[config.mk]
export PLATFORM = sky130hd
export DESIGN_NAME = text_console_ctrl_flat
export DESIGN_NICKNAME = d
export VERILOG_FILES = /design/src/rtl/text_console_if.sv /design/src/rtl/text_console_ctrl.sv /design/src/flat_wrapper.sv
export SDC_FILE = /design/constraint.sdc
export NUM_CORES = 1
export LEC_CHECK = 0
export BUFFER_PORTS_ARGS = -buffer_cell sky130_fd_sc_hd__buf_2
export CORE_MARGIN = 2
export CORE_UTILIZATION = 52
export CTS_CLUSTER_SIZE = 28
export DETAILED_ROUTE_END_ITERATION = 6
export GPL_TIMING_DRIVEN = 0
export PLACE_DENSITY = 0.72
export SYNTH_ARGS = -nofsm -noshare
export SYNTH_HDL_FRONTEND = slang
export SYNTH_SLANG_ARGS = --single-unit
[constraint.sdc]
create_clock -name clk_sys -period 2.65 [get_ports clk_sys]
set_clock_uncertainty 0.2 [all_clocks]
set_input_delay 0.3975 -clock clk_sys [delete_from_list [all_inputs] [get_ports clk_sys]]
set_output_delay 0.3975 -clock clk_sys [all_outputs]
set_load 0.005 [all_outputs]
[src/rtl/text_console_if.sv]
// Byte-stream input and character write port of the text console sequencer.
// master = byte source / glyph sink side, slave = text_console_ctrl.
interface text_console_if;
  logic       in_valid;
  logic       in_ready;
  logic [7:0] in_data;
  logic       in_attr;
  logic [6:0] char_x;
  logic [5:0] char_y;
  logic [8:0] char_chr;
  logic       char_str;

  modport master (
    output in_valid, in_data, in_attr,
    input  in_ready, char_x, char_y, char_chr, char_str
  );

  modport slave (
    input  in_valid, in_data, in_attr,
    output in_ready, char_x, char_y, char_chr, char_str
  );
endinterface

[src/rtl/text_console_ctrl.sv]
// Cursor-tracking sequencer turning a byte stream into textmode character writes.
// Optional macro CONSOLE_AUTOWRAP_EN: wrap to a cleared new line past the last column.
module text_console_ctrl #(
  parameter int unsigned COLS      = 80,
  parameter int unsigned ROWS      = 30,
  parameter logic [8:0]  BLANK_CHR = 9'h020
) (
  input  logic          clk_sys,
  input  logic          reset,
  text_console_if.slave bus,
  output logic [6:0]    cursor_x,
  output logic [5:0]    cursor_y,
  output logic          busy
);

  localparam logic [6:0] X_LAST  = 7'(COLS - 1);
  localparam logic [5:0] Y_LAST  = 6'(ROWS - 1);
  localparam logic [7:0] X_LIMIT = 8'(COLS);

  localparam logic [7:0] CH_BS  = 8'h08;
  localparam logic [7:0] CH_TAB = 8'h09;
  localparam logic [7:0] CH_LF  = 8'h0A;
  localparam logic [7:0] CH_FF  = 8'h0C;
  localparam logic [7:0] CH_CR  = 8'h0D;

  // ST_WRITE is the single cycle in which the last issued strobe sits on the port.
  typedef enum logic [1:0] {ST_IDLE, ST_WRITE, ST_LINECLR, ST_SCRCLR} state_e;

  state_e     state_q, state_d;
  logic [6:0] cur_x_q, cur_x_d, clr_x_q, clr_x_d;
  logic [5:0] cur_y_q, cur_y_d, clr_y_q, clr_y_d;
  logic       str_q, str_d;
  logic [6:0] wx_q, wx_d;
  logic [5:0] wy_q, wy_d;
  logic [8:0] chr_q, chr_d;
  logic       ready_q, busy_q;

  logic       accept, printable, do_newline;
  logic [5:0] next_row;
  logic [7:0] tab_nx;

  assign accept    = bus.in_valid && ready_q;
  assign printable = (bus.in_data >= 8'h20) && (bus.in_data <= 8'h7E);
  assign next_row  = (cur_y_q == Y_LAST) ? 6'd0 : cur_y_q + 6'd1;
  assign tab_nx    = {1'b0, cur_x_q & 7'h78} + 8'd8;

  // NOTE: sequential state uses non-blocking assignments so every flop samples pre-edge values.
  always_ff @(posedge clk_sys) begin
    if (reset) begin
      state_q <= ST_SCRCLR;
      cur_x_q <= '0;
      cur_y_q <= '0;
      clr_x_q <= '0;
      clr_y_q <= '0;
      str_q   <= 1'b0;
      wx_q    <= '0;
      wy_q    <= '0;
      chr_q   <= '0;
      ready_q <= 1'b0;
      busy_q  <= 1'b1;
    end else begin
      state_q <= state_d;
      cur_x_q <= cur_x_d;
      cur_y_q <= cur_y_d;
      clr_x_q <= clr_x_d;
      clr_y_q <= clr_y_d;
      str_q   <= str_d;
      wx_q    <= wx_d;
      wy_q    <= wy_d;
      chr_q   <= chr_d;
      ready_q <= (state_d == ST_IDLE);
      busy_q  <= (state_d != ST_IDLE);
    end
  end

  always_comb begin
    // NOTE: every variable gets a default before the case, so no path can infer a latch.
    state_d    = state_q;
    cur_x_d    = cur_x_q;
    cur_y_d    = cur_y_q;
    clr_x_d    = clr_x_q;
    clr_y_d    = clr_y_q;
    do_newline = 1'b0;
    unique case (state_q)
      ST_IDLE: begin
        if (accept) begin
          state_d = ST_WRITE;
          if (printable) begin
            if (cur_x_q != X_LAST) cur_x_d = cur_x_q + 7'd1;
`ifdef CONSOLE_AUTOWRAP_EN
            else do_newline = 1'b1;
`endif
          end else begin
            case (bus.in_data)
              CH_LF:  do_newline = 1'b1;
              CH_CR:  cur_x_d = 7'd0;
              CH_BS:  if (cur_x_q != 7'd0) cur_x_d = cur_x_q - 7'd1;
              CH_TAB: begin
                if (tab_nx < X_LIMIT) cur_x_d = tab_nx[6:0];
`ifdef CONSOLE_AUTOWRAP_EN
                else do_newline = 1'b1;
`else
                else cur_x_d = X_LAST;
`endif
              end
              CH_FF: begin
                cur_x_d = 7'd0;
                cur_y_d = 6'd0;
                state_d = ST_SCRCLR;
              end
              default: ;
            endcase
          end
          if (do_newline) begin
            cur_x_d = 7'd0;
            cur_y_d = next_row;
            state_d = ST_LINECLR;
          end
        end
      end
      ST_WRITE: state_d = ST_IDLE;
      ST_LINECLR: begin
        if (clr_x_q == X_LAST) begin
          clr_x_d = 7'd0;
          state_d = ST_WRITE;
        end else begin
          clr_x_d = clr_x_q + 7'd1;
        end
      end
      ST_SCRCLR: begin
        if (clr_x_q == X_LAST) begin
          clr_x_d = 7'd0;
          if (clr_y_q == Y_LAST) begin
            clr_y_d = 6'd0;
            cur_x_d = 7'd0;
            cur_y_d = 6'd0;
            state_d = ST_WRITE;
          end else begin
            clr_y_d = clr_y_q + 6'd1;
          end
        end else begin
          clr_x_d = clr_x_q + 7'd1;
        end
      end
      default: state_d = ST_SCRCLR;
    endcase
  end

  // Write port contents for the next cycle; coordinates hold while no strobe is issued.
  always_comb begin
    str_d = 1'b0;
    wx_d  = wx_q;
    wy_d  = wy_q;
    chr_d = chr_q;
    unique case (state_q)
      ST_IDLE: begin
        if (accept) begin
          if (printable) begin
            str_d = 1'b1;
            wx_d  = cur_x_q;
            wy_d  = cur_y_q;
            chr_d = {bus.in_attr, bus.in_data};
          end else if (bus.in_data == CH_BS && cur_x_q != 7'd0) begin
            str_d = 1'b1;
            wx_d  = cur_x_q - 7'd1;
            wy_d  = cur_y_q;
            chr_d = BLANK_CHR;
          end
        end
      end
      ST_LINECLR: begin
        str_d = 1'b1;
        wx_d  = clr_x_q;
        wy_d  = cur_y_q;
        chr_d = BLANK_CHR;
      end
      ST_SCRCLR: begin
        str_d = 1'b1;
        wx_d  = clr_x_q;
        wy_d  = clr_y_q;
        chr_d = BLANK_CHR;
      end
      default: ;
    endcase
  end

  assign bus.in_ready = ready_q;
  assign bus.char_str = str_q;
  assign bus.char_x   = wx_q;
  assign bus.char_y   = wy_q;
  assign bus.char_chr = chr_q;
  assign cursor_x     = cur_x_q;
  assign cursor_y     = cur_y_q;
  assign busy         = busy_q;

endmodule
[src/flat_wrapper.sv]
// flat-port wrapper written by rule: the top's interface ports become plain ports
module text_console_ctrl_flat 
#(
  parameter int unsigned COLS      = 80,
  parameter int unsigned ROWS      = 30,
  parameter logic [8:0]  BLANK_CHR = 9'h020
)
  (clk_sys, reset, cursor_x, cursor_y, busy, bus_in_valid, bus_in_data, bus_in_attr, bus_in_ready, bus_char_x, bus_char_y, bus_char_chr, bus_char_str);
  text_console_if bus_i ();
  input  logic clk_sys;
  input  logic reset;
  output logic [6:0] cursor_x;
  output logic [5:0] cursor_y;
  output logic busy;
  input wire logic [$bits(bus_i.in_valid)-1:0] bus_in_valid;
  input wire logic [$bits(bus_i.in_data)-1:0] bus_in_data;
  input wire logic [$bits(bus_i.in_attr)-1:0] bus_in_attr;
  output wire logic [$bits(bus_i.in_ready)-1:0] bus_in_ready;
  output wire logic [$bits(bus_i.char_x)-1:0] bus_char_x;
  output wire logic [$bits(bus_i.char_y)-1:0] bus_char_y;
  output wire logic [$bits(bus_i.char_chr)-1:0] bus_char_chr;
  output wire logic [$bits(bus_i.char_str)-1:0] bus_char_str;
  assign bus_i.in_valid = bus_in_valid;
  assign bus_i.in_data = bus_in_data;
  assign bus_i.in_attr = bus_in_attr;
  assign bus_in_ready = bus_i.in_ready;
  assign bus_char_x = bus_i.char_x;
  assign bus_char_y = bus_i.char_y;
  assign bus_char_chr = bus_i.char_chr;
  assign bus_char_str = bus_i.char_str;
  text_console_ctrl #(.COLS(COLS), .ROWS(ROWS), .BLANK_CHR(BLANK_CHR)) u_core (.clk_sys(clk_sys), .reset(reset), .bus(bus_i), .cursor_x(cursor_x), .cursor_y(cursor_y), .busy(busy));
endmodule
==> out/summary.txt, run 1 <==
Status -> completed
Vias -> 3186
IO Count -> 50
Hpwl dp -> 6270 um
Initial antenna violation count -> 0
Multi-input gate area -> 0.00190 mm2
Die area -> 0.00659 mm2
WL/cell -> 16.5 um
Htree depth -> 2
Initial Util -> 52.9%
Hold Crit Class -> in -> reg
TritonRoute pass-1 iters -> 5
Core area -> 0.00585 mm2
Global-route wire length before repair -> 13900 um
Worst hold path startpoint -> bus_in_attr
Die height -> 81.2 um
Synth Register Bits -> 53
Inserted Clock Buffers -> 5
Area grow syn2layout -> 15.2%
CTS tree -> built
Syn. warnings -> 0
Post-CTS Hold Fix Bufs -> 0
Critical R2R Capture -> u_core.clr_y_q[5]
Fraction of layout cells with a size suffix above 1 -> 17.9%
Via density -> 6.10
Mean Syn Cell Area -> 7.90 um2
Post-synth top cells -> dfxtp_1 (53), nor2_1 (41), nand2_1 (39)
Row cnt -> 28
Setup WS pre-CTS -> -72.0 ps
Post-synth top area share -> 34.3%
Setup TNS Final -> 0 ps
FF/Latch Area -> 0.00106 mm2
Drt initial violations -> 164
Reg2Reg Setup Slack -> 170 ps
Hold Fails Final Rpt -> 0
DR DRC count -> 0
Cell taking the most area after synthesis -> dfxtp_1
Setup crit end -> u_core.clr_y_q[5]
Synthesized Nets -> 415
Data arrival, critical path -> 2540 ps
Final Power -> 1.47 mW
Post-synth EDFFs -> 0
Clock Path Buffers -> 2
Clk slew on worst S/H paths -> 110 ps
Global Route Usage Sum -> 26.8%
Vias in the first global route -> 2767
Top area cells in the synthesized netlist -> dfxtp_1 (34%), nor2_1 (5.0%), a21oi_1 (4.8%), nand3_1 (4.8%), nand2_1 (4.7%)
Final GP Congestion -> 0.937
Critical path's top delay family -> simple AND/OR/NAND/NOR gates
Clk sink count -> 53
Most used DFF post-synth -> dfxtp_1
Hold WS -> 143 ps
Critical path origin -> u_core.clr_x_q[0]
R2R cell count -> 6
Crit Reg-Reg Startpoint -> u_core.clr_x_q[0]
Final setup violation count -> 0
# diodes -> 0
Kind of end point of the critical path -> flip-flop
Worst setup SP type -> flip-flop
Clock root buffer master -> clkbuf_8
Seq/Total Area, Yosys -> 34.3%
Maximum VDD drop -> 0.273 mV
LEAKAGE -> 1.40 nW
Number of max-cap violations -> 0
RSZ-0062 raised after global routing -> no
Critical-path maximum fanout -> 6
Pin slew with the least headroom to its limit -> 879 ps
Cell Chain, Critical Path -> ha_1, nand4bb_1, nor3_1, nand3_1, or3_1, a21oi_1
Critical Path Max Stage Delay -> 690 ps
Req. time, crit path -> 2710 ps
Routed WL -> 8610 um
Fin crit period -> 2480 ps
Fillcell total -> 562
Post-synthesis cell area -> 0.00310 mm2
IO Port Bufs -> 47
Slew HR -> 40.4%
Async SR Flop Fraction -> 0%
Pwr Density -> 413 mW/mm2
Largest net degree at the start of global routing -> 18
Final Cycle Share -> 93.5%
Count of pins over their slew limit -> 0
CP Class -> reg -> reg
GR Overflow Total -> 0
Most frequent cell after synthesis -> dfxtp_1
FMAX -> 404 MHz
CP Depth -> 6
Nets -> 469
WP buf/inv -> 0
Core Util, Final -> 61.0%
Post-Synthesis Cells -> 392
Clk_lat worst skew -> 320 ps
Die X -> 81.2 um
Synth unique cells -> 57
Final worst slack -> 173 ps
Routed Antenna Nets -> 0
Crit path max-delay cell type -> nor3_1
-- cell type report --
type | instances | share of cell area [%]
Tap cell | 75 | 2.63
Sequential cell | 53 | 29.8
Buffer | 24 | 3.33
Multi-Input combinational cell | 302 | 53.1
Inverter | 13 | 1.37
Clock buffer | 5 | 1.93
Clock inverter | 3 | 1.23
Timing Repair Buffer | 47 | 6.59
-- worst register-to-register path, cell delays in order (launching register included) --
cell       delay (ps)
dfxtp_1           420
ha_1              220
nand4bb_1         270
nor3_1            690
nand3_1           170
or3_1             330
a21oi_1           130
-- registers in the layout (all words and copies together) (netlist names) --
signal / count
u_core.busy: 1
u_core.bus.char_y: 6
u_core.bus.char_chr: 9
u_core.cursor_x: 7
u_core.cursor_y: 6
u_core.state_q: 2
u_core.clr_x_q: 7
u_core.bus.in_ready: 1
u_core.bus.char_str: 1
u_core.clr_y_q: 6
u_core.bus.char_x: 7
-- metrics by stage --
stage,area (um2),std cells
floorplan,3100,392
global placement,3430,514
detailed placement,3430,514
CTS,3540,522
global route,3570,522
finish,3570,522
-- how the worst min path moves through the flow --
stage	end	slack, ps	depth (start not counted)
2_1_floorplan	u_core.clr_x_q[1]	250	2
3_3_place_gp	u_core.bus.char_chr[2]	250	2
3_5_place_dp	u_core.bus.char_chr[1]	260	2
4_1_cts	u_core.bus.char_chr[8]	140	3
5_1_grt	u_core.bus.char_chr[8]	150	3
6_report	u_core.bus.char_chr[8]	140	3
-- metal layers --
metal | vias to the layer above | share of wire (%) | track usage [%]
met5 | - | 0 | 0
met3 | 15 | 6.1 | 3.67
met2 | 130 | 47 | 42.1
met4 | 0 | 1.5 | 7.97
li1 | 1544 | - | -
met1 | 1497 | 46 | 38.2
-- cell families after synthesis --
family / after synthesis / synth area share, %
flops: 53 / 34.3
buf+inv: 37 / 5.41
mux: 3 / 1.05
fa+ha+maj: 11 / 4.44
simple gates: 179 / 29.7
xor+xnor: 11 / 3.11
compound gates: 98 / 22.1
-- repair_timing --
action / CTS / global route
setup buffers: 0 / 0
endpoints found under the setup margin: 1 / 9
resized for setup: 1 / 4
pin swaps: 0 / 1
-- placed cells by master (no fill, tap or decap), types with 4 or more instances in the layout --
cell type | synthesis | routed
clkbuf_1 | 16 | 16
nor3_1 | 10 | 9
a31oi_1 | 8 | 8
xor2_1 | 6 | 6
clkbuf_8 | 0 | 5
inv_1 | 13 | 13
dfxtp_1 | 53 | 52
ha_1 | 11 | 11
xnor2_1 | 5 | 5
a21oi_1 | 30 | 30
and3_1 | 7 | 7
or3_1 | 8 | 8
o211ai_1 | 5 | 5
a211oi_1 | 4 | 4
nor2_1 | 41 | 41
buf_2 | 2 | 49
and2_1 | 8 | 8
a311oi_1 | 6 | 6
nand3_1 | 30 | 30
nor3b_1 | 4 | 4
nand2_1 | 39 | 39
o21ai_0 | 20 | 20
nand4_1 | 10 | 10
-- where the power goes --
group	switching (mW)	internal [mW]
Sequential	0.00735	0.804
Clock	0.283	0.284
Combinational	0.0614	0.0333
Note: power is estimated with default switching activity, not from simulation.
==> run 2: changes to the inputs <==
Settings changed: CORE_UTILIZATION 52 to 54, PLACE_DENSITY 0.72 to 0.75, SLEW_MARGIN from default to 20.
==> out/summary.txt, run 2 (synthesized netlist as in run 1, its figures left out) <==
Status -> completed
Number of max-cap violations -> 0
Inserted Clock Buffers -> 5
Most used cell, CP -> buf_6
Drt initial violations -> 189
Switching pwr -> 352 uW
Worst setup SP type -> flip-flop
Max reg flops -> 9
Hpwl dp -> 6550 um
Setup WS pre-CTS -> -122 ps
Pin slew with the least headroom to its limit -> 872 ps
Core Util, Final -> 64.6%
Clk slew on worst S/H paths -> 100 ps
Hold WS -> 137 ps
Final GP Congestion -> 0.909
Fin crit period -> 2480 ps
Routed Antenna Nets -> 0
RSZ-0062 raised after global routing -> no
Kind of end point of the critical path -> flip-flop
Sw Ratio -> 25.1%
Row cnt -> 27
# diodes -> 0
Hold Crit Class -> in -> reg
Critical Path Max Stage Delay -> 440 ps
GR Overflow Total -> 0
Largest net degree at the start of global routing -> 17
WL/cell -> 16.9 um
Leading cell type in the layout, fill and taps excluded -> dfxtp_1
Clk sink count -> 53
Htree depth -> 2
Int Pwr -> 1.05 mW
Global-route wire length before repair -> 14100 um
Combinational share of power -> 6.8%
Clk_lat worst skew -> 310 ps
TritonRoute pass-1 iters -> 5
Core area -> 0.00551 mm2
Vias -> 3167
Most frequent cells in the layout -> dfxtp_1 (51), buf_2 (49), nor2_1 (41)
Clock power frac -> 35.4%
Data arrival, critical path -> 2470 ps
Crit path max-delay cell type -> dfxtp_2
Fraction of layout cells with a size suffix above 1 -> 18.6%
Area grow syn2layout -> 14.9%
Slew HR -> 40.9%
CTS tree -> built
Fillcell total -> 510
Critical-path maximum fanout -> 10
Initial antenna violation count -> 0
Die height -> 79.7 um
Die X -> 79.7 um
Initial Util -> 56.2%
Cell Chain, Critical Path -> inv_1, ha_1, nor4b_2, nand2_1, a31oi_4, or3_1, buf_6, buf_6, a31oi_1, o2bb2ai_1
FMAX -> 403 MHz
Die area -> 0.00636 mm2
Maximum VDD drop -> 0.236 mV
Setup TNS Final -> 0 ps
Hold Fails Final Rpt -> 0
Final Power -> 1.40 mW
Sequential share of power -> 57.9%
IO Count -> 50
IO Port Bufs -> 47
Final setup violation count -> 0
LEAKAGE -> 1.40 nW
DR DRC count -> 0
Final Cycle Share -> 93.6%
Pwr Density -> 394 mW/mm2
Final worst slack -> 170 ps
Vias in the first global route -> 2834
Global Route Usage Sum -> 28.2%
Routed WL -> 8790 um
CP Class -> reg -> reg
Via density -> 6.10
Count of pins over their slew limit -> 0
Nets -> 469
Req. time, crit path -> 2640 ps
Clock Path Buffers -> 2
Clock root buffer master -> clkbuf_8
run 2: layout make-up:
| cell class | instances | area [um2] | area share (%) |
|---|---|---|---|
| clock buffers | 6 | 82.6 | 2.32 |
| well taps | 72 | 90.1 | 2.53 |
| repair buffers | 47 | 235 | 6.61 |
| clock inverters | 2 | 13.8 | 0.387 |
| flip-flops and latches | 53 | 1060 | 29.9 |
| multi-input cells | 302 | 1910 | 53.6 |
| inverters | 13 | 48.8 | 1.37 |
| plain buffers | 24 | 119 | 3.34 |
run 2: per-layer routing:
layer	routed length [um]	up-vias	part of all wire [%]	track usage [%]
li1	-	1553	-	-
met1	3990	1492	45	39.2
met2	4170	108	47	45.0
met3	506	14	5.8	4.41
met4	132	0	1.5	8.28
met5	0	-	0	0
run 2: per-stage QoR:
stage / instances / instance area, um2
CTS: 519 / 3520
global route: 519 / 3560
finish: 519 / 3560
floorplan: 392 / 3100
global placement: 511 / 3420
detailed placement: 511 / 3420
run 2: power groups by stage:
stage          clock [mW]  sequential, mW  combinational (mW)
6_report            0.496           0.811              0.0949
5_1_grt             0.528           0.813               0.104
4_1_cts             0.497           0.811              0.0945
3_5_place_dp            0           0.830              0.0944
3_3_place_gp            0           0.829              0.0932
2_1_floorplan           0           0.828              0.0590
run 2: path summary, 6_finish.rpt:
path,startpoint,end,slack [ps],depth (start not counted)
setup / recovery,u_core.cursor_x[0],u_core.bus.char_x[4],170,10
setup reg to reg,u_core.cursor_x[0],u_core.bus.char_x[4],170,10
hold reg to reg,u_core.bus.char_chr[6],u_core.bus.char_chr[6],270,2
hold / removal,bus_in_attr,u_core.bus.char_chr[8],140,3
run 2: worst max-delay path: cells and delay by family, from the launching register on:
kind	cells	cell delay [ps]
AO/OA/AOI/OAI	3	370
adder cells (fa/ha/maj)	1	220
buffers and inverters	3	410
flip-flops	1	440
AND/OR/NAND/NOR	3	720
run 2: repair_timing:
item	CTS	global route
pin swaps	0	1
setup buffers	0	0
hold buffers	0	0
resized for setup	1	6
setup endpoints to repair	2	21
==> run 3: changes to the inputs <==
Settings changed: PLACE_DENSITY 0.75 to 0.77.
Clock period 2.65 ns to 3.2 ns, I/O delays scaled along.
==> out/summary.txt, run 3 (synthesized netlist as in run 1, its figures left out) <==
Status -> completed
GR Overflow Total -> 0
Post-CTS Hold Fix Bufs -> 0
Fillcell total -> 509
Vias in the first global route -> 2966
Post_cts resized -> 0
Die area -> 0.00636 mm2
Die X -> 79.7 um
Max reg flops -> 9
Drt initial violations -> 184
Final Cycle Share -> 85.3%
Routed WL -> 8530 um
Critical Path Max Stage Delay -> 560 ps
# diodes -> 0
Setup WS pre-CTS -> 390 ps
Hold Fails Final Rpt -> 0
Number of max-cap violations -> 0
Final setup violation count -> 0
Clk slew on worst S/H paths -> 100 ps
Nets -> 469
Inserted Clock Buffers -> 5
Global-route wire length before repair -> 14300 um
WL/cell -> 16.4 um
Initial antenna violation count -> 0
Postcts setup bufs -> 0
FMAX -> 366 MHz
IO Count -> 50
Via density -> 6.06
Clock root buffer master -> clkbuf_8
CP Class -> reg -> reg
Initial Util -> 56.2%
Core area -> 0.00551 mm2
Clock Path Buffers -> 2
Vias -> 3145
RSZ-0062 raised after global routing -> no
Worst hold path startpoint -> bus_in_attr
Critical path origin -> u_core.clr_x_q[0]
FF/Latch Area -> 0.00106 mm2
Routed Antenna Nets -> 0
Largest net degree at the start of global routing -> 17
Area grow syn2layout -> 13.3%
Data arrival, critical path -> 2740 ps
CTS tree -> built
DR DRC count -> 0
Fraction of layout cells with a size suffix above 1 -> 16.8%
Slew HR -> 33.4%
Req. time, crit path -> 3210 ps
Kind of end point of the critical path -> flip-flop
Critical-path maximum fanout -> 9
Final worst slack -> 471 ps
Most frequent cells in the layout -> dfxtp_1 (53), buf_2 (49), nor2_1 (41)
Multi-input gate area -> 0.00187 mm2
Die height -> 79.7 um
TritonRoute pass-1 iters -> 5
Worst setup SP type -> flip-flop
LEAKAGE -> 1.37 nW
Setup TNS Final -> 0 ps
Crit path max-delay cell type -> nor4_1
Count of pins over their slew limit -> 0
Global Route Usage Sum -> 28.2%
Fin crit period -> 2730 ps
Maximum VDD drop -> 0.163 mV
Clk_lat worst skew -> 300 ps
Cell Chain, Critical Path -> ha_1, nand4bb_1, nor4_1, o32ai_1, nor2_1, nand2_1, o41ai_1
Final GP Congestion -> 0.935
Clk sink count -> 53
IO Port Bufs -> 47
Pwr Density -> 322 mW/mm2
Hpwl dp -> 6390 um
Pin slew with the least headroom to its limit -> 996 ps
Row cnt -> 27
Crit Reg-Reg Startpoint -> u_core.clr_x_q[0]
Htree depth -> 2
Hold Crit Class -> in -> reg
Leading cell type in the layout, fill and taps excluded -> dfxtp_1
==> run 3: changes by cell type in the layout (fill, tap and decap cells not counted), sizes merged <==
cell,previous run,this run
clkinv,2,1
inv,13,14
==> run 3: worst paths after layout <==
check	to	slack [ps]	cells after the start
setup / recovery	u_core.cursor_y[4]	470	7
hold reg to reg	u_core.bus.char_chr[2]	270	2
hold / removal	u_core.bus.char_chr[8]	220	3
setup reg to reg	u_core.cursor_y[4]	470	7
==> run 3: per-layer routing <==
layer	vias up	global-route usage [%]	part of all wire, %
li1	1546	-	-
met4	0	6.55	1.4
met5	-	0	0
met3	12	4.19	5.7
met2	111	45.6	46
met1	1476	39.6	47
==> run 3: final cells by class <==
| class | count | share of cell area [%] |
|---|---|---|
| inverters | 13 | 1.39 |
| clock buffers | 6 | 2.07 |
| well taps | 72 | 2.57 |
| flip-flops and latches | 53 | 30.2 |
| multi-input cells | 302 | 53.2 |
| clock inverters | 2 | 0.392 |
| plain buffers | 24 | 3.39 |
| repair buffers | 47 | 6.70 |
==> run 3: stage by stage <==
| step | total power [mW] | cells | cell area [um2] | util (%) | hold slack [ps] |
|---|---|---|---|---|---|
| 6_report | 1.13 | 519 | 3510 | 63.7 | 222 |
| 2_1_floorplan | 0.735 | 392 | 3100 | - | 253 |
| 4_1_cts | 1.14 | 519 | 3510 | 63.7 | 221 |
| 3_3_place_gp | 0.763 | 511 | 3420 | 62.1 | 250 |
| 5_1_grt | 1.17 | 519 | 3510 | 63.7 | 261 |
| 3_5_place_dp | 0.764 | 511 | 3420 | 62.1 | 255 |
==> run 3: where the power goes <==
part / leakage, nW / internal, mW / switching [mW]
combinational: 0.897 / 0.0276 / 0.0509
clock: 0.0456 / 0.157 / 0.222
sequential: 0.429 / 0.666 / 0.00589
==> run 3: worst max-delay path: cells and delay by family (launching register included) <==
family,cells,cell delay [ps]
compound gates,2,600
fa+ha+maj,1,230
simple gates,4,1190
flops,1,420
